===== src/rtl/pipelined_carry_adder.sv =====
// pipelined_carry_adder: WIDTH-bit add/subtract split into STAGES carry-pipelined chunks with valid/ready handshakes.
// Ports:
//   clk, rst_n                 clock, synchronous active-low reset
//   in_valid, in_ready         operand beat handshake (in_ready = !stall)
//   a, b, cin, sub             operands, carry-in (add only), 1 = subtract
//   out_valid, out_ready       result beat handshake
//   sum, cout                  result and carry out of the MSB (1 = no borrow on subtract)
//   ovf                        signed overflow, present only when PIPE_ADDER_OVF_EN is defined
module pipelined_carry_adder #(
    parameter int WIDTH  = 16,
    parameter int STAGES = 4
) (
    input  logic             clk,
    input  logic             rst_n,
    input  logic             in_valid,
    output logic             in_ready,
    input  logic [WIDTH-1:0] a,
    input  logic [WIDTH-1:0] b,
    input  logic             cin,
    input  logic             sub,
    output logic             out_valid,
    input  logic             out_ready,
    output logic [WIDTH-1:0] sum,
    output logic             cout
`ifdef PIPE_ADDER_OVF_EN
   ,output logic             ovf
`endif
);
    localparam int CW = WIDTH / STAGES;

    logic             stall;
    logic [WIDTH-1:0] a_q, b_q;
    logic             c_q, v_q;

    assign stall    = out_valid && !out_ready;
    assign in_ready = !stall;

    // Operand capture: b is inverted and the carry forced to 1 here so the chunk stages only ever add.
    always_ff @(posedge clk) begin
        if (!rst_n) v_q <= 1'b0;
        else if (!stall) v_q <= in_valid;
    end

    always_ff @(posedge clk) begin
        if (!stall) begin
            a_q <= a;
            b_q <= sub ? ~b : b;
            c_q <= sub | cin;
        end
    end

    // Stage s adds chunk s. Only the operand chunks still to be added travel forward (skew),
    // and finished result chunks accumulate in lo until the last stage (de-skew).
    for (genvar s = 0; s < STAGES; s++) begin : g_st
        localparam int HW = WIDTH - s * CW;
        logic [HW-1:0]         ua, ub;
        logic                  c, v;
        logic [CW:0]           part;
        logic [(s+1)*CW-1:0]   lo;
        if (s == 0) begin : g_src
            assign ua = a_q;
            assign ub = b_q;
            assign c  = c_q;
            assign v  = v_q;
            assign lo = part[CW-1:0];
        end else begin : g_src
            assign ua = g_st[s-1].g_reg.ua_q;
            assign ub = g_st[s-1].g_reg.ub_q;
            assign c  = g_st[s-1].g_reg.c_r;
            assign v  = g_st[s-1].g_reg.v_r;
            assign lo = {part[CW-1:0], g_st[s-1].g_reg.lo_q};
        end
        assign part = {1'b0, ua[CW-1:0]} + {1'b0, ub[CW-1:0]} + {{CW{1'b0}}, c};
        if (s < STAGES - 1) begin : g_reg
            logic [HW-CW-1:0]    ua_q, ub_q;
            logic [(s+1)*CW-1:0] lo_q;
            logic                c_r, v_r;
            always_ff @(posedge clk) begin
                if (!rst_n) v_r <= 1'b0;
                else if (!stall) v_r <= v;
            end
            always_ff @(posedge clk) begin
                if (!stall) begin
                    ua_q <= ua[HW-1:CW];
                    ub_q <= ub[HW-1:CW];
                    lo_q <= lo;
                    c_r  <= part[CW];
                end
            end
        end else begin : g_out
            always_ff @(posedge clk) begin
                if (!rst_n) begin
                    out_valid <= 1'b0;
                    sum       <= '0;
                    cout      <= 1'b0;
`ifdef PIPE_ADDER_OVF_EN
                    ovf       <= 1'b0;
`endif
                end else if (!stall) begin
                    out_valid <= v;
                    sum       <= lo;
                    cout      <= part[CW];
`ifdef PIPE_ADDER_OVF_EN
                    // ua/ub here hold the top chunk, so bit CW-1 is the operand MSB.
                    ovf       <= (ua[CW-1] == ub[CW-1]) && (part[CW-1] != ua[CW-1]);
`endif
                end
            end
        end
    end
endmodule


===== config.mk =====
export PLATFORM = sky130hd
export DESIGN_NAME = pipelined_carry_adder
export DESIGN_NICKNAME = d
export VERILOG_FILES = /design/src/rtl/pipelined_carry_adder.sv
export SDC_FILE = /design/constraint.sdc
export NUM_CORES = 1
export LEC_CHECK = 0
export ABC_AREA = 1
export CORE_MARGIN = 2
export CORE_UTILIZATION = 49
export CTS_CLUSTER_DIAMETER = 30
export DETAILED_ROUTE_END_ITERATION = 8
export PLACE_DENSITY = 0.79
export SYNTH_ARGS = -nofsm -noshare
export SYNTH_HDL_FRONTEND = slang
export SYNTH_SLANG_ARGS = --single-unit

===== constraint.sdc =====
create_clock -name clk -period 1.8 [get_ports clk]
set_clock_uncertainty 0.1 [all_clocks]
set_input_delay 0.45 -clock clk [delete_from_list [all_inputs] [get_ports clk]]
set_output_delay 0.45 -clock clk [all_outputs]
set_load 0.05 [all_outputs]

# Word-level counts from Yosys, hierarchy flattened
# Index checks and enable logic that the tools add are counted.
# totals
output_inout_bits,19
reg_bits,130
# classes
n_bitwise,2
n_reduce_logical,3
add_sub_neg,8
mux,1
# op_table
op,count
4-bit by 4-bit adder with 5-bit output,4
5-bit by 1-bit adder with 5-bit output,4
16-bit two-way mux,1
16-bit NOT,1
1-bit zero test,2
1-bit logical AND,1
1-bit OR,1

# Longest topological paths before layout
# depth
word_depth,3
depth_mapped,9
mapped_depth_nobuf,9

# Least setup slack after synthesis
# No wires, ideal clock.
# synth_timing
path_kind,register to output
from,reg out_valid
to,out in_ready
t_arrival_ns,1.377
setup_slack_ns,-0.127
stages_incl_launch_ff,3
path_cell_list,dfxtp_1 nand2_4 buf_6
# synth_between
elab_chain_len,2
# synth_lines
element,line_no,source
start: declaration,21,"output logic out_valid,"
start signal: assignment,100,out_valid <= v;
1-bit logical AND,35,assign stall = out_valid && !out_ready;
1-bit zero test,-,
end: declaration,16,"output logic in_ready,"
# Every way passes these cells.

# Worst setup path after layout
# layout_timing
from,in out_ready
to,out in_ready
# layout_between
elab_chain_len,3
# layout_lines
element,line_no,source
start: declaration,22,"input logic out_ready,"
1-bit zero test,35,
1-bit logical AND,35,
1-bit zero test,-,
# Every way passes these cells.

==> impl_metrics.env <==
export IMPL_drt_initial_drc_count=131
export IMPL_synthesis_nets=346
export IMPL_yosys_top_cells_area="edfxtp_1 68%, dfxtp_1 9.3%, xor2_1 3.9%"
export IMPL_slowest_stage="clkdlybuf4s50_1"
export IMPL_relSlewSlack_pct=81.4
export IMPL_synth_warnings=0
export IMPL_avgRoutedWirePerCell_um=13.5
export IMPL_p_comb_share_pct=11.5
export IMPL_cts_made_buffers=17
export IMPL_p_seq_share_pct=44.8
export IMPL_clockBufferDepth=2
export IMPL_grt_max_degree=45
export IMPL_period_share_pct=97.3
export IMPL_nNetsFinal=424
export IMPL_grt_ovfl_total=0
export IMPL_peakVddDrop_uv=662
export IMPL_cts_sinks=130
export IMPL_hold_path_class="flip-flop to flip-flop"
export IMPL_pwr_share_clk_pct=43.7
export IMPL_crit_arrival_ns=1.20
export IMPL_ys_seq_area_share_pct=77.7
export IMPL_startpoint_type="input pin"
export IMPL_die_x_um=102
export IMPL_r2r_start="g_st[1].g_reg.ua_q[0]$_DFFE_PN_"
export IMPL_synth_area_leader_cell="edfxtp_1"
export IMPL_setup_viol=0
export IMPL_worst_r2r_setup_slack_ns=0.10
export IMPL_cp_slowest_stage_delay_ns=0.47
export IMPL_num_vias=2382
export IMPL_dr_pass1_iters=5
export IMPL_initial_core_util_pct=50.8
export IMPL_dieArea_mm2=0.0105
export IMPL_min_from="b_q[6]$_DFFE_PN_"
export IMPL_setup_ws_ns=0.0485
export IMPL_synth_cells=288
export IMPL_clock_fmax_mhz=571
export IMPL_p_sw_w=0.00200
export IMPL_cp_cell_sequence="clkdlybuf4s50_1, inv_2, nand2_8, buf_12"
export IMPL_grt_pass1_wl_um=11000
export IMPL_portBuffers=56
export IMPL_required_ns=1.25
export IMPL_worstHoldEndpoint="g_st[0].g_reg.ub_q[2]$_DFFE_PN_"
export IMPL_grt_pass1_vias=2365
export IMPL_maxSlewViolCount=0
export IMPL_layout_drive_gt1_share_pct=18.2
export IMPL_gp_congestion=0.691
export IMPL_vias_per_cell=4.69
export IMPL_worstSetupEndpointType="output port"
export IMPL_min_period_ns=1.75
export IMPL_routed_wl_um=6870
export IMPL_swShare_pct=22.5
export IMPL_power_density_mw_per_mm2=1440
export IMPL_cts_root_buf="clkbuf_8"
export IMPL_syn_avg_cell_area_um2=16.5
export IMPL_holdPathStages=0
export IMPL_clock_latency_ns=0.51
export IMPL_fp_coreArea_mm2=0.00933
export IMPL_place_worst_setup_slack_ns=-0.0729
export IMPL_cap_violations=0
export IMPL_internal_power_w=0.00688
export IMPL_final_area_mm2=0.00618
export IMPL_n_fill_cell=662
export IMPL_hpwl_um=4170
export IMPL_io_pins=57
export IMPL_cts_max_level=4
export IMPL_final_antenna_net_count=0
export IMPL_antenna_found_initial=0
export IMPL_rsz0062_at_grt="false"
export IMPL_rows=35
export IMPL_cts_tree="yes"
export IMPL_n_antenna_cell=0
export IMPL_grt_use_total_pct=14.5
export IMPL_ys_ff_latch=130
export IMPL_syn_area_mm2=0.00474
export IMPL_rr_endpoint="g_st[2].g_reg.lo_q[10]$_DFFE_PN_"
export IMPL_syn2layout_area_growth_pct=30.4
export IMPL_leakagePower_nw=2.46
export IMPL_worstPathMaxFanout=3
export IMPL_drc=0
export IMPL_dpl_cell_area_mm2=0.00548
export IMPL_synth_top_area_share_pct=68.4
export IMPL_crit_type="input pin to output port"
export IMPL_worstMarginPinSlew_ns=0.279
export IMPL_synthDistinctLibCells=22
export IMPL_hold_viol_final=0
export IMPL_cts_clk_slew_worst_paths_ns=0.06
export IMPL_ff2ff_path_depth=3
export IMPL_outcome="complete, no violations"
export IMPL_die_y_um=102
Yosys cell counts:
cell type	instances
xor2_1	21
ha_1	12
nand2_1	9
a21oi_1	12
fa_1	8
inv_1	19
dfxtp_1	22
a21boi_0	1
inv_6	1
or2_2	1
clkbuf_1	1
buf_2	1
inv_2	1
nand3_1	7
nor2_1	32
edfxtp_1	108
buf_6	2
o21ai_0	24
buf_4	1
xnor2_1	2
buf_8	2
nand2_4	1
through the flow:
step	cells	power [W]	setup TNS [ns]	utilization [%]	hold WS, ns
after floorplan	288	0.00467	0	-	0.300
after global placement	475	0.00499	-2.56	58.7	0.301
after detailed placement	475	0.00504	-4.41	58.7	0.305
after CTS	508	0.00896	0	66.2	0.314
after global routing	508	0.00920	0	66.3	0.321
final	508	0.00888	0	66.3	0.313
worst max-delay path: cells and delay by family:
family,cells,cell delay [ns]
buf+inv,3,0.67
simple gates,1,0.08
layer usage:
metal | track usage, % | share of wire (%) | wire length, um
met2 | 22.5 | 49 | 3370
met5 | 0 | 0 | 0
met4 | 6.87 | 1.2 | 80
met3 | 5.27 | 5.6 | 382
met1 | 18.3 | 44 | 3040
layout by cell type (no fill, tap or decap), types with 5 or more instances in the layout:
cell               n
o21ai_0           24
edfxtp_1         108
nand2_1            9
a21oi_1           12
buf_12             5
inv_1             19
dfxtp_1           21
xor2_1            21
nand3_1            7
bufinv_16          7
clkbuf_16         16
buf_4             24
ha_1              12
nor2_1            32
clkdlybuf4s50_1   37
cell type report:
type                    count  area (um2)  share of cell area [%]
flip-flops and latches    130        3680                    59.6
multi-input cells         130         925                    15.0
clock inverters            14         259                    4.19
clock buffers              18         418                    6.76
inverters                  21        83.8                    1.36
well taps                 129         161                    2.61
repair buffers             66         651                    10.5
worst max-delay path by stage:
stage / from / end / slack [ns] / cells after the start
final: out_ready / in_ready / 0.05 / 4
after global routing: out_ready / in_ready / 0.04 / 4
after CTS: g_st[2].g_reg.ua_q[0]$_DFFE_PN_ / cout$_SDFFE_PN0N_ / 0.01 / 6
after detailed placement: out_ready / in_ready / -0.07 / 4
after global placement: out_ready / in_ready / -0.07 / 4
after floorplan: g_st[1].g_reg.ua_q[0]$_DFFE_PN_ / g_st[2].g_reg.lo_q[10]$_DFFE_PN_ / 0.05 / 3
cell families after synthesis:
group / count (synthesis) / synth area share, %
xor gates and xnor gates: 23 / 4.25
AOI/OAI and AO/OA: 37 / 3.96
buffers and inverters: 28 / 3.22
adders and majority gates: 20 / 6.54
DFF: 130 / 77.7
and+or+nand+nor: 50 / 4.35
sequential cells by signal, summed over array words and instances, names as in the netlist:
name and flops:
a_q 16, cout 1, out_valid 1, g_st.g_reg.ub_q 24, c_q 1, g_st.g_reg.lo_q 24
g_st.g_reg.v_r 3, b_q 16, g_st.g_reg.ua_q 24, sum 16, g_st.v 1, g_st.g_reg.c_r 3
power groups by stage:
stage	sequential (W)	clock (W)	combinational [W]
finish	0.00398	0.00388	0.00102
floorplan	0.00428	0	0.000386
detailed placement	0.00403	0	0.00101
CTS	0.00398	0.00395	0.00103
global route	0.00402	0.00406	0.00112
global placement	0.00401	0	0.000978
what timing repair did:
action / in CTS / in global routing
endpoints found under the setup margin: 2 / 4
resized for setup: 3 / 3
hold buffers: 0 / 0
pin swaps: 0 / 0
setup buffers: 1 / 0
Note: power is estimated with default switching activity, not from simulation.
